File: config.mk
export PLATFORM = sky130hd
export DESIGN_NAME = ldpc_rd_sched_flat
export DESIGN_NICKNAME = d
export VERILOG_FILES = /design/src/rtl/ldpc_rd_sched_pkg.sv /design/src/rtl/ldpc_rd_sched_if.sv /design/src/rtl/ldpc_rd_sched.sv /design/src/flat_wrapper.sv
export SDC_FILE = /design/constraint.sdc
export NUM_CORES = 1
export LEC_CHECK = 0
export CAP_MARGIN = 10
export CORE_AREA = 2 2 84 86
export DETAILED_ROUTE_END_ITERATION = 7
export DIE_AREA = 0 0 86 88
export PLACE_DENSITY = 0.82
export SLEW_MARGIN = 20
export SYNTH_ARGS = -nofsm -noshare
export SYNTH_HDL_FRONTEND = slang
export SYNTH_SLANG_ARGS = --single-unit
File: constraint.sdc
create_clock -name clk -period 3.08 [get_ports clk]
set_input_delay 0.616 -clock clk [delete_from_list [all_inputs] [get_ports clk]]
set_output_delay 0.616 -clock clk [all_outputs]
set_load 0.03 [all_outputs]
File: src/rtl/ldpc_rd_sched_pkg.sv
// ldpc_rd_sched_pkg: shared constants for the LDPC read-address scheduler.
//   - default widths (address, row index, iteration count, row count)
//   - rd_cell beat codes driven on 'cycle'
//   - scheduler FSM state encoding
package ldpc_rd_sched_pkg;

  localparam int unsigned A_WID_DEF   = 8;
  localparam int unsigned R_WID_DEF   = 6;
  localparam int unsigned I_WID_DEF   = 4;
  localparam int unsigned ROW_NUM_DEF = 48;

  // Beat codes seen by rd_cell; CYC_NONE whenever en is low.
  localparam logic [1:0] CYC_NONE = 2'b00;
  localparam logic [1:0] CYC_1    = 2'b01;
  localparam logic [1:0] CYC_2    = 2'b10;
  localparam logic [1:0] CYC_3    = 2'b11;

  typedef enum logic [2:0] {
    ST_IDLE  = 3'd0,
    ST_FETCH = 3'd1,
    ST_LOAD  = 3'd2,
    ST_ISSUE = 3'd3,
    ST_DONE  = 3'd4
  } sched_state_t;

endpackage

File: src/rtl/ldpc_rd_sched_if.sv
// ldpc_rd_sched_if: bundle between the scheduler, its row-descriptor ROM and
// the rd_cell bank.
//   tbl_rd/tbl_addr     scheduler -> ROM read strobe and row address
//   tbl_data            ROM -> scheduler {base, off1, off2, off3}
//   en/cycle            scheduler -> rd_cell beat strobe and beat code
//   base_addr/addr_offset scheduler -> rd_cell descriptor registers
//   stall               rd_cell side -> scheduler back-pressure
// master = scheduler side, slave = ROM / rd_cell side.
interface ldpc_rd_sched_if #(
  parameter int unsigned A_WID = 8,
  parameter int unsigned R_WID = 6
) ();

  logic               tbl_rd;
  logic [R_WID-1:0]   tbl_addr;
  logic [4*A_WID-1:0] tbl_data;
  logic               en;
  logic [1:0]         cycle;
  logic [A_WID-1:0]   base_addr;
  logic [3*A_WID-1:0] addr_offset;
  logic               stall;

  modport master (
    output tbl_rd, tbl_addr, en, cycle, base_addr, addr_offset,
    input  tbl_data, stall
  );

  modport slave (
    input  tbl_rd, tbl_addr, en, cycle, base_addr, addr_offset,
    output tbl_data, stall
  );

endinterface

File: src/rtl/ldpc_rd_sched.sv
// ldpc_rd_sched: walks every row of the parity-check matrix for N iterations,
// fetching each row descriptor from a synchronous ROM and issuing three
// en/cycle beats per row to rd_cell. The next descriptor is prefetched during
// beat 2 so rows follow each other with no bubble.
// Ports:
//   clk, reset      rising-edge clock, asynchronous active-high reset
//   start, abort    pass start pulse (IDLE only) and synchronous abort
//   iter_max        iterations for the pass (0 runs one)
//   busy, done      pass in progress, one-cycle completion pulse
//   row_idx         row currently issuing
//   iter_cnt        iteration currently issuing, 0-based
//   bus             ROM and rd_cell signals (master side)
module ldpc_rd_sched
  import ldpc_rd_sched_pkg::*;
#(
  parameter int unsigned A_WID   = A_WID_DEF,
  parameter int unsigned R_WID   = R_WID_DEF,
  parameter int unsigned ROW_NUM = ROW_NUM_DEF,
  parameter int unsigned I_WID   = I_WID_DEF
) (
  input  logic                 clk,
  input  logic                 reset,
  input  logic                 start,
  input  logic                 abort,
  input  logic [I_WID-1:0]     iter_max,
  output logic                 busy,
  output logic                 done,
  output logic [R_WID-1:0]     row_idx,
  output logic [I_WID-1:0]     iter_cnt,
  ldpc_rd_sched_if.master      bus
);

  localparam logic [R_WID-1:0] ROW_LAST = R_WID'(ROW_NUM - 1);

  sched_state_t       state_q, state_nxt;
  logic [1:0]         cyc_q;
  logic [R_WID-1:0]   row_q;
  logic [I_WID-1:0]   iter_q;
  logic [I_WID-1:0]   iter_lim_q;
  logic               busy_q;
  logic               done_q;
  logic [A_WID-1:0]   base_q;
  logic [3*A_WID-1:0] off_q;

  logic               en_c;
  logic [1:0]         cycle_c;
  logic               tbl_rd_c;
  logic [R_WID-1:0]   tbl_addr_c;

  logic               last_row;
  logic               last_iter;
  logic               final_row;
  logic [R_WID-1:0]   next_row;
  logic               beat_adv;

  // Row / iteration position helpers
  assign last_row  = (row_q == ROW_LAST);
  assign last_iter = (iter_q == (iter_lim_q - I_WID'(1)));
  assign final_row = last_row && last_iter;
  assign next_row  = last_row ? '0 : (row_q + R_WID'(1));
  assign beat_adv  = (state_q == ST_ISSUE) && !bus.stall;

  // State register
  always_ff @(posedge clk or posedge reset) begin
    if (reset) state_q <= ST_IDLE;
    else       state_q <= state_nxt;
  end

  // Next state and combinational ROM / rd_cell strobes
  always_comb begin
    state_nxt  = state_q;
    en_c       = 1'b0;
    cycle_c    = CYC_NONE;
    tbl_rd_c   = 1'b0;
    tbl_addr_c = '0;
    case (state_q)
      ST_IDLE: begin
        if (start) state_nxt = ST_FETCH;
      end
      ST_FETCH: begin
        tbl_rd_c   = 1'b1;
        tbl_addr_c = '0;
        state_nxt  = ST_LOAD;
      end
      ST_LOAD: begin
        state_nxt = ST_ISSUE;
      end
      ST_ISSUE: begin
        en_c    = !bus.stall;
        cycle_c = en_c ? cyc_q : CYC_NONE;
        // Prefetch during beat 2 so the descriptor is ready at the end of beat 3
        if (beat_adv && (cyc_q == CYC_2) && !final_row) begin
          tbl_rd_c   = 1'b1;
          tbl_addr_c = next_row;
        end
        if (beat_adv && (cyc_q == CYC_3) && final_row) state_nxt = ST_DONE;
      end
      ST_DONE: begin
        state_nxt = ST_IDLE;
      end
      default: begin
        state_nxt = ST_IDLE;
      end
    endcase
    // Abort overrides every transition, including a same-cycle start
    if (abort) state_nxt = ST_IDLE;
  end

  // Counters, descriptor registers and status flags
  always_ff @(posedge clk or posedge reset) begin
    if (reset) begin
      cyc_q      <= CYC_NONE;
      row_q      <= '0;
      iter_q     <= '0;
      iter_lim_q <= '0;
      busy_q     <= 1'b0;
      done_q     <= 1'b0;
      base_q     <= '0;
      off_q      <= '0;
    end else begin
      done_q <= (state_nxt == ST_DONE);
      if (abort) begin
        busy_q <= 1'b0;
      end else begin
        case (state_q)
          ST_IDLE: begin
            if (start) begin
              busy_q     <= 1'b1;
              row_q      <= '0;
              iter_q     <= '0;
              iter_lim_q <= (iter_max == '0) ? I_WID'(1) : iter_max;
            end
          end
          ST_LOAD: begin
            base_q <= bus.tbl_data[4*A_WID-1 -: A_WID];
            off_q  <= bus.tbl_data[3*A_WID-1:0];
            cyc_q  <= CYC_1;
          end
          ST_ISSUE: begin
            if (beat_adv) begin
              if (cyc_q == CYC_3) begin
                cyc_q <= CYC_1;
                // Final row keeps its descriptor; nothing was prefetched
                if (!final_row) begin
                  base_q <= bus.tbl_data[4*A_WID-1 -: A_WID];
                  off_q  <= bus.tbl_data[3*A_WID-1:0];
                  row_q  <= next_row;
                  if (last_row) iter_q <= iter_q + I_WID'(1);
                end
              end else begin
                cyc_q <= cyc_q + 2'd1;
              end
            end
          end
          ST_DONE: begin
            busy_q <= 1'b0;
          end
          default: begin
            busy_q <= busy_q;
          end
        endcase
      end
    end
  end

  assign bus.en          = en_c;
  assign bus.cycle       = cycle_c;
  assign bus.tbl_rd      = tbl_rd_c;
  assign bus.tbl_addr    = tbl_addr_c;
  assign bus.base_addr   = base_q;
  assign bus.addr_offset = off_q;
  assign busy            = busy_q;
  assign done            = done_q;
  assign row_idx         = row_q;
  assign iter_cnt        = iter_q;

endmodule

File: src/flat_wrapper.sv
// flat-port wrapper written by rule: the top's interface ports become plain ports
module ldpc_rd_sched_flat import ldpc_rd_sched_pkg::*;
#(
  parameter int unsigned A_WID   = A_WID_DEF,
  parameter int unsigned R_WID   = R_WID_DEF,
  parameter int unsigned ROW_NUM = ROW_NUM_DEF,
  parameter int unsigned I_WID   = I_WID_DEF
)
  (clk, reset, start, abort, iter_max, busy, done, row_idx, iter_cnt, bus_tbl_rd, bus_tbl_addr, bus_en, bus_cycle, bus_base_addr, bus_addr_offset, bus_tbl_data, bus_stall);
  ldpc_rd_sched_if #(.A_WID(A_WID), .R_WID(R_WID)) bus_i ();
  input  logic clk;
  input  logic reset;
  input  logic start;
  input  logic abort;
  input  logic [I_WID-1:0] iter_max;
  output logic busy;
  output logic done;
  output logic [R_WID-1:0] row_idx;
  output logic [I_WID-1:0] iter_cnt;
  output wire logic [$bits(bus_i.tbl_rd)-1:0] bus_tbl_rd;
  output wire logic [$bits(bus_i.tbl_addr)-1:0] bus_tbl_addr;
  output wire logic [$bits(bus_i.en)-1:0] bus_en;
  output wire logic [$bits(bus_i.cycle)-1:0] bus_cycle;
  output wire logic [$bits(bus_i.base_addr)-1:0] bus_base_addr;
  output wire logic [$bits(bus_i.addr_offset)-1:0] bus_addr_offset;
  input wire logic [$bits(bus_i.tbl_data)-1:0] bus_tbl_data;
  input wire logic [$bits(bus_i.stall)-1:0] bus_stall;
  assign bus_tbl_rd = bus_i.tbl_rd;
  assign bus_tbl_addr = bus_i.tbl_addr;
  assign bus_en = bus_i.en;
  assign bus_cycle = bus_i.cycle;
  assign bus_base_addr = bus_i.base_addr;
  assign bus_addr_offset = bus_i.addr_offset;
  assign bus_i.tbl_data = bus_tbl_data;
  assign bus_i.stall = bus_stall;
  ldpc_rd_sched #(.A_WID(A_WID), .R_WID(R_WID), .ROW_NUM(ROW_NUM), .I_WID(I_WID)) u_core (.clk(clk), .reset(reset), .start(start), .abort(abort), .iter_max(iter_max), .busy(busy), .done(done), .row_idx(row_idx), .iter_cnt(iter_cnt), .bus(bus_i));
endmodule
==> impl_results.md, run 1 <==
- Max Clk Rate: 0.343 GHz
- R2R Setup Slk: 0.42 ns
- Endpoints failing hold: 0
- Core area: 6640 um^2
- I/O Buffers: 94
- Crit path max fanout: 5
- Fin crit share: 0.946
- Storage element area: 1330 um^2
- Via Count: 2,003
- FP Rows: 30
- Switching Share: 0.367
- First-pass iteration count of the detailed router: 4
- Slew headroom: 0.412
- EDFF count, synth: 0
- Clk pwr share: 0.176
- Status: finished clean
- Crit path from: u_core.row_idx[1]$_DFFE_PP0P_
- Arrival @ worst endpoint: 2.30 ns
- Worst vdd ir: 0.254 mV
- Critical path class: flop to primary output
- Clk sink count: 53
- Reg2Reg Launch Point: u_core.row_idx[1]$_DFFE_PP0P_
- Unrepaired setup endpoints after global routing: no
- GRT overflow: 0
- Startpoint class of the critical path: flop
- Synth top area share: 0.528
- DRT antenna net count: 0
- WP buf/inv: 1
- Crit path to: bus_tbl_rd
- Skew final: 0.00940 ns
- CTS Buf Count: 5
- Seq/Total Area, Yosys: 0.528
- CTS Root Cell: clkbuf_8
- # fillers: 576
- Largest net degree at the start of global routing: 35
- Type of the most critical hold path: flop to flop
- Vias per cell: 5.06
- Reg clk slew, reported paths: 0.09 ns
- Synth warn: 0
- Total routed wirelength: 5610 um
- Initial Util: 0.378
- Post-detail-place hpwl: 4240 um
- P_int: 0.00172 W
- CP peak stage delay: 0.46 ns
- Die X-Extent: 86 um
- Endpoints failing setup: 0
- CP delay by family, top: simple AND/OR/NAND/NOR gates
- Worst-Margin Slew: 0.868 ns
- Drt wl/cell: 14.2 um
- Sequential share of power: 0.379
- Synth async-reset ratio: 1.00
- Syn_nets: 259
- Reg-to-Reg End: u_core.bus.addr_offset[14]$_DFFE_PP0P_
- Placed insts: 386
- Synth top area cells: dfrtp_1, mux2_1, ha_1, mux2_2, nand2_1
- Multi-input logic area: 1130 um^2
- Accumulated negative setup slack: 0 ns
- Commonest cells post-synth: dfrtp_1, mux2_1, nand2_1
- Comb pwr share: 0.445
- Leak: 1.56 nW
- H-tree levels: 2
- Layout area overhead: 46.8%
- Fraction of layout cells with a size suffix above 1: 0.108
- Global Route Usage Sum: 0.148
- DRC violation count after routing: 0
- Vias in the first global route: 1,940
- Max Root-Sink Buffers: 2
- Critical path depth: 7
- Slew Viols, Final: 0
- FF-to-FF path depth: 6
- Antenna cells: 0
- Largest area contributor in the netlist: dfrtp_1
- First-pass GRT wire length: 8930 um
- Yosys reg bits: 53
- Synth Area per Inst: 11.9 um^2
- Top-count cell post-synth: dfrtp_1
- CTS tree: yes
- Fin crit period: 2.91 ns
- CP cell instances: ha_2 -> nand3_2 -> or3b_4 -> nor4_4 -> o21ai_0 -> and3b_1 -> clkbuf_2
- Layout Cells excl Fill: 396
- Nets: 362
- Syn Inst Count: 212
- Required time of the critical path: 2.46 ns
- Routability cong.: 0.811
- # IOs: 95
- Power Density: 736 nW/um^2
- Initial antenna violation count: 0
- Predominant post-synthesis flop cell: dfrtp_1
- Clk Latency, worst-skew pair: 0.30 ns
- Critical Path Sink Type: primary output
- Die Span Y: 88 um
- Mapped cell area: 2510 um^2
- Psw: 0.000998 W
- Synth cell types: 42
- Die area: 7570 um^2
- Slowest-stage cell, CP: or3b_4
- Drt initial violations: 56
- Max_cap viols: 0
==> cells in the final DEF, fill, tap and decap left out, types with 2 or more instances in the layout <==
cell type,instances
a221o_1,2
a21o_1,4
xor2_1,4
and3_1,2
nand3_1,4
o31ai_1,2
clkbuf_8,6
nor3_1,8
dfrtp_1,53
nor2_1,13
ha_1,5
clkdlybuf4s50_1,88
or3_1,2
nor3b_1,5
a21oi_1,8
inv_1,7
nand2b_1,4
buf_4,13
nand2_1,14
mux2_1,30
xnor2_1,4
mux2_2,5
nor4_4,2
o21ai_0,7
==> registers in the layout (all words and copies together), names as in the netlist <==
register                flops
u_core.cyc_q                2
u_core.state_q              3
u_core.row_idx              6
u_core.busy                 1
u_core.iter_lim_q           4
u_core.done                 1
u_core.iter_cnt             4
u_core.bus.base_addr        8
u_core.bus.addr_offset     24
==> per-stage QoR <==
step                      instance area, um^2  hold slack, ns  utilization  setup slack [ns]  total power [W]
after global routing                     3690           0.510        0.555            0.0486          0.00287
after detailed placement                 3540           0.481        0.533             0.170          0.00226
after floorplan                          2510           0.501            -            0.0941          0.00172
after global placement                   3540           0.474        0.533             0.194          0.00222
final                                    3690           0.495        0.555             0.167          0.00272
after CTS                                3660           0.502        0.550            0.0513          0.00274
==> power groups by stage <==
stage                     Clock [W]  Sequential (W)  Combinational, W
after floorplan                   0         0.00142          0.000306
after CTS                  0.000501         0.00103           0.00121
after global routing       0.000526         0.00106           0.00128
after global placement            0         0.00103           0.00119
final                      0.000479         0.00103           0.00121
after detailed placement          0         0.00105           0.00121
==> logic make-up (layout without fill, tap and decap cells) <==
logic type,Yosys count,in the layout,share of synthesized area
xor gates and xnor gates,9,9,0.0314
muxes,35,35,0.157
and+or+nand+nor,63,63,0.141
AOI/OAI and AO/OA,32,32,0.0836
DFF,53,53,0.528
adders and majority gates,6,6,0.0299
buffers and inverters,14,118,0.0299
==> worst min-delay path by stage <==
stage / end / cells after the start / slack [ns] / from
finish: u_core.bus.addr_offset[17]$_DFFE_PP0P_ / 1 / 0.50 / u_core.bus.addr_offset[17]$_DFFE_PP0P_
global route: u_core.bus.addr_offset[17]$_DFFE_PP0P_ / 1 / 0.51 / u_core.bus.addr_offset[17]$_DFFE_PP0P_
CTS: u_core.bus.addr_offset[17]$_DFFE_PP0P_ / 1 / 0.50 / u_core.bus.addr_offset[17]$_DFFE_PP0P_
detailed placement: u_core.bus.addr_offset[17]$_DFFE_PP0P_ / 1 / 0.48 / u_core.bus.addr_offset[17]$_DFFE_PP0P_
floorplan: u_core.iter_lim_q[3]$_DFFE_PP0P_ / 1 / 0.50 / u_core.iter_lim_q[3]$_DFFE_PP0P_
global placement: u_core.bus.addr_offset[19]$_DFFE_PP0P_ / 1 / 0.47 / u_core.bus.addr_offset[19]$_DFFE_PP0P_
==> final cells by class <==
cell class,instances,share of cell area
inverter,8,0.00814
sequential,53,0.359
tap,80,0.0271
clock inverter,1,0.00814
multi-input combinational,145,0.307
clock buffer,7,0.0234
timing repair buffer,102,0.267
==> metal layers <==
| metal | share of wire | GRT usage |
|---|---|---|
| met3 | 0.064 | 0.0377 |
| met5 | 0 | 0 |
| met4 | 0.011 | 0.0375 |
| met2 | 0.50 | 0.268 |
| met1 | 0.42 | 0.176 |
==> what timing repair did <==
item,CTS,global route
pin swaps,0,1
endpoints found under the hold margin,0,0
buffers inserted,0,2
resized for setup,1,6
endpoints found under the setup margin,1,1
hold buffers,0,0
(Power assumes the default switching activity.)
==> run 2: changes to the inputs <==
Settings changed: ABC_AREA set to 1, CORE_AREA 2 2 84 86 to 2 2 86 88, DIE_AREA 0 0 86 88 to 0 0 88 90, SETUP_SLACK_MARGIN set to 0.15.
==> impl_results.md, run 2 <==
- Status: finished clean (unchanged)
- Max Root-Sink Buffers: 2 (unchanged)
- Placed insts: 518 (was 386)
- Syn_nets: 382 (was 259)
- Die Span Y: 90 um (was 88 um)
- Reg2Reg Launch Point: u_core.row_idx[0]$_DFFE_PP0P_ (was u_core.row_idx[1]$_DFFE_PP0P_)
- I/O Buffers: 94 (unchanged)
- Vias per cell: 4.91 (was 5.06)
- Synth Area per Inst: 8.01 um^2 (was 11.9 um^2)
- Final instance area: 3800 um^2 (was 3690 um^2)
- Drt initial violations: 123 (was 56)
- Arrival @ worst endpoint: 2.13 ns (was 2.30 ns)
- Accumulated negative setup slack: 0 ns (unchanged)
- Post-detail-place hpwl: 4790 um (was 4240 um)
- Synth top area cells: dfrtp_1, nand2_1, nand4_1, inv_1, nor2_1 (was dfrtp_1, mux2_1, ha_1, mux2_2, nand2_1)
- Nets: 473 (was 362)
- DRT antenna net count: 0 (unchanged)
- Worst-Margin Slew: 0.690 ns (was 0.868 ns)
- Clk Latency, worst-skew pair: 0.30 ns (about the same)
- Setup ws final: 0.331 ns (was 0.167 ns)
- Commonest cells after routing, fill and taps aside: nand2_1, clkdlybuf4s50_1, dfrtp_1 (was clkdlybuf4s50_1, dfrtp_1, mux2_1)
- Required time of the critical path: 2.46 ns (about the same)
- Critical path class: flop to primary output (unchanged)
- Type of the most critical hold path: flop to flop (unchanged)
- # IOs: 95 (unchanged)
- Synth warn: 0 (unchanged)
- Commonest cells post-synth: nand2_1, dfrtp_1, nand4_1 (was dfrtp_1, mux2_1, nand2_1)
- Syn Inst Count: 335 (was 212)
- Slowest-stage cell, CP: dfrtp_1 (was or3b_4)
- Switching Share: 0.376 (was 0.367)
- FP Rows: 31 (was 30)
- Total routed wirelength: 6650 um (was 5610 um)
- Layout Cells excl Fill: 526 (was 396)
- Largest area contributor in the netlist: dfrtp_1 (unchanged)
- Critical Path Sink Type: primary output (unchanged)
- Fin crit share: 0.892 (was 0.946)
- Vias in the first global route: 2,445 (was 1,940)
- Worst vdd ir: 0.279 mV (was 0.254 mV)
- Leak: 1.82 nW (was 1.56 nW)
- Largest net degree at the start of global routing: 45 (was 35)
- CTS Buf Count: 5 (unchanged)
- Slew Viols, Final: 0 (unchanged)
- Top-count cell post-synth: nand2_1 (was dfrtp_1)
- Slew headroom: 0.540 (was 0.412)
- Routability cong.: 0.804 (was 0.811)
- Clk pwr share: 0.197 (was 0.176)
- R2R Setup Slk: 0.55 ns (was 0.42 ns)
- Initial antenna violation count: 0 (unchanged)
- Unrepaired setup endpoints after global routing: no (unchanged)
- First-pass iteration count of the detailed router: 4 (unchanged)
- CTS Root Cell: clkbuf_8 (unchanged)
- Startpoint class of the critical path: flop (unchanged)
- DRC violation count after routing: 0 (unchanged)
- Yosys reg bits: 53 (unchanged)
- Layout area overhead: 41.5% (was 46.8%)
- Crit path max fanout: 8 (was 5)
- EDFF count, synth: 0 (unchanged)
- Max_cap viols: 0 (unchanged)
- Global Route Usage Sum: 0.165 (was 0.148)
- Max Clk Rate: 0.364 GHz (was 0.343 GHz)
- H-tree levels: 2 (unchanged)
- CTS tree: yes (unchanged)
- Seq/Total Area, Yosys: 0.494 (was 0.528)
- Max FFs per register: 24 (unchanged)
- Via Count: 2,582 (was 2,003)
- Synth top area share: 0.494 (was 0.528)
- Pre-CTS setup slack: 0.283 ns (was 0.170 ns)
- Post-CTS setup buffer count: 0 (unchanged)
- Mapped cell area: 2680 um^2 (was 2510 um^2)
- Psw: 0.000932 W (was 0.000998 W)
- Commonest non-fill, non-tap cell in the layout: nand2_1 (was clkdlybuf4s50_1)
- Worst Min Path Start: u_core.bus.addr_offset[15]$_DFFE_PP0P_ (was u_core.bus.addr_offset[17]$_DFFE_PP0P_)
- Dpl cell area: 3680 um^2 (was 3540 um^2)
- Hold path endpoint: u_core.bus.addr_offset[15]$_DFFE_PP0P_ (was u_core.bus.addr_offset[17]$_DFFE_PP0P_)
- FF-to-FF path depth: 9 (was 6)
- Fraction of layout cells with a size suffix above 1: 0.0656 (was 0.108)
- Reg-to-Reg End: u_core.bus.addr_offset[1]$_DFFE_PP0P_ (was u_core.bus.addr_offset[14]$_DFFE_PP0P_)
- Fin crit period: 2.75 ns (was 2.91 ns)
- Final Util: 0.541 (was 0.555)
- Die X-Extent: 88 um (was 86 um)
- GRT overflow: 0 (unchanged)
- Sequential share of power: 0.392 (was 0.379)
- CP peak stage delay: 0.48 ns (was 0.46 ns)
- CTS Hold Buffers Added: 0 (unchanged)
- CP cell instances: ha_1 -> nand3_1 -> nor2_1 -> nand3_1 -> nor2_2 -> nand2_1 -> nand3_1 -> nand2_1 -> dlygate4sd2_1 (was ha_2 -> nand3_2 -> or3b_4 -> nor4_4 -> o21ai_0 -> and3b_1 -> clkbuf_2)
- Endpoints failing setup: 0 (unchanged)
- Power Density: 653 nW/um^2 (was 736 nW/um^2)
- Antenna cells: 0 (unchanged)
- Predominant post-synthesis flop cell: dfrtp_1 (unchanged)
- Drt wl/cell: 12.7 um (was 14.2 um)
- Synth async-reset ratio: 1.00 (unchanged)
- Most frequent CP cell: nand3_1
- Die area: 7920 um^2 (was 7570 um^2)
- Synth cell types: 25 (was 42)
- WHS Path Cells: 2 (was 1)
- First-pass GRT wire length: 10,800 um (was 8930 um)
- Initial Util: 0.382 (was 0.378)
- Comb pwr share: 0.411 (was 0.445)
- Core area: 7020 um^2 (was 6640 um^2)
- Endpoints failing hold: 0 (unchanged)
- Skew final: 0.00389 ns (was 0.00940 ns)
- Reg clk slew, reported paths: 0.09 ns (about the same)
- P_int: 0.00155 W (was 0.00172 W)
- Clk sink count: 53 (unchanged)
-- run 2: final cells by class --
cell class	instances	area (um^2)
sequential	53	1330
clock inverter	2	37.5
fill	652	3220
inverter	30	113
multi-input combinational	238	1160
tap	99	124
clock buffer	6	82.6
timing repair buffer	98	955
-- run 2: power by group through the flow --
stage	logic [W]	registers (W)	clock network [W]
finish	0.00102	0.000971	0.000489
floorplan	0.000263	0.00130	0
detailed placement	0.00103	0.000984	0
global route	0.00110	0.000992	0.000535
global placement	0.00101	0.000977	0
CTS	0.00103	0.000970	0.000505
-- run 2: per-layer routing --
metal | global-route usage | wire (um) | vias to the layer above
li1 | - | - | 1281
met2 | 0.285 | 3280 | 76
met3 | 0.0340 | 332 | 2
met5 | 0 | 0 | -
met4 | 0.0410 | 21 | 0
met1 | 0.209 | 3020 | 1223
-- run 2: cells by family after synthesis --
| kind of cell | count (synthesis) | share of synthesized area |
|---|---|---|
| AND/OR/NAND/NOR | 215 | 0.361 |
| buffers and inverters | 44 | 0.0737 |
| flip-flops | 53 | 0.494 |
| XOR/XNOR | 5 | 0.0163 |
| adder cells (fa/ha/maj) | 6 | 0.0280 |
| AO/OA/AOI/OAI | 12 | 0.0271 |
-- run 2: critical path: cells and delay by family, from the launching register on --
family / cells / cell delay [ns]
buffers and inverters: 1 / 0.35
adders and majority gates: 1 / 0.24
DFF: 1 / 0.48
and+or+nand+nor: 7 / 0.76
-- run 2: worst max-delay path by stage --
stage	start	end	slack [ns]	cells after the start
after floorplan	u_core.state_q[2]$_DFF_PP0_	bus_tbl_addr[0]	0.44	7
after global placement	bus_stall	bus_tbl_rd	0.30	7
after detailed placement	bus_stall	bus_tbl_rd	0.28	7
after CTS	u_core.row_idx[0]$_DFFE_PP0P_	bus_tbl_rd	0.30	9
after global routing	u_core.row_idx[0]$_DFFE_PP0P_	bus_tbl_rd	0.15	9
final	u_core.row_idx[0]$_DFFE_PP0P_	bus_tbl_rd	0.33	9
-- run 2: what timing repair did --
action	CTS	global route
hold endpoints to repair	0	0
gates resized for setup	1	0
endpoints found under the setup margin	1	0
-- run 2: through the flow --
stage               hold slack, ns  power, W
floorplan                    0.502   0.00156
global placement             0.453   0.00199
detailed placement           0.458   0.00201
CTS                          0.481   0.00250
global route                 0.501   0.00262
finish                       0.477   0.00248
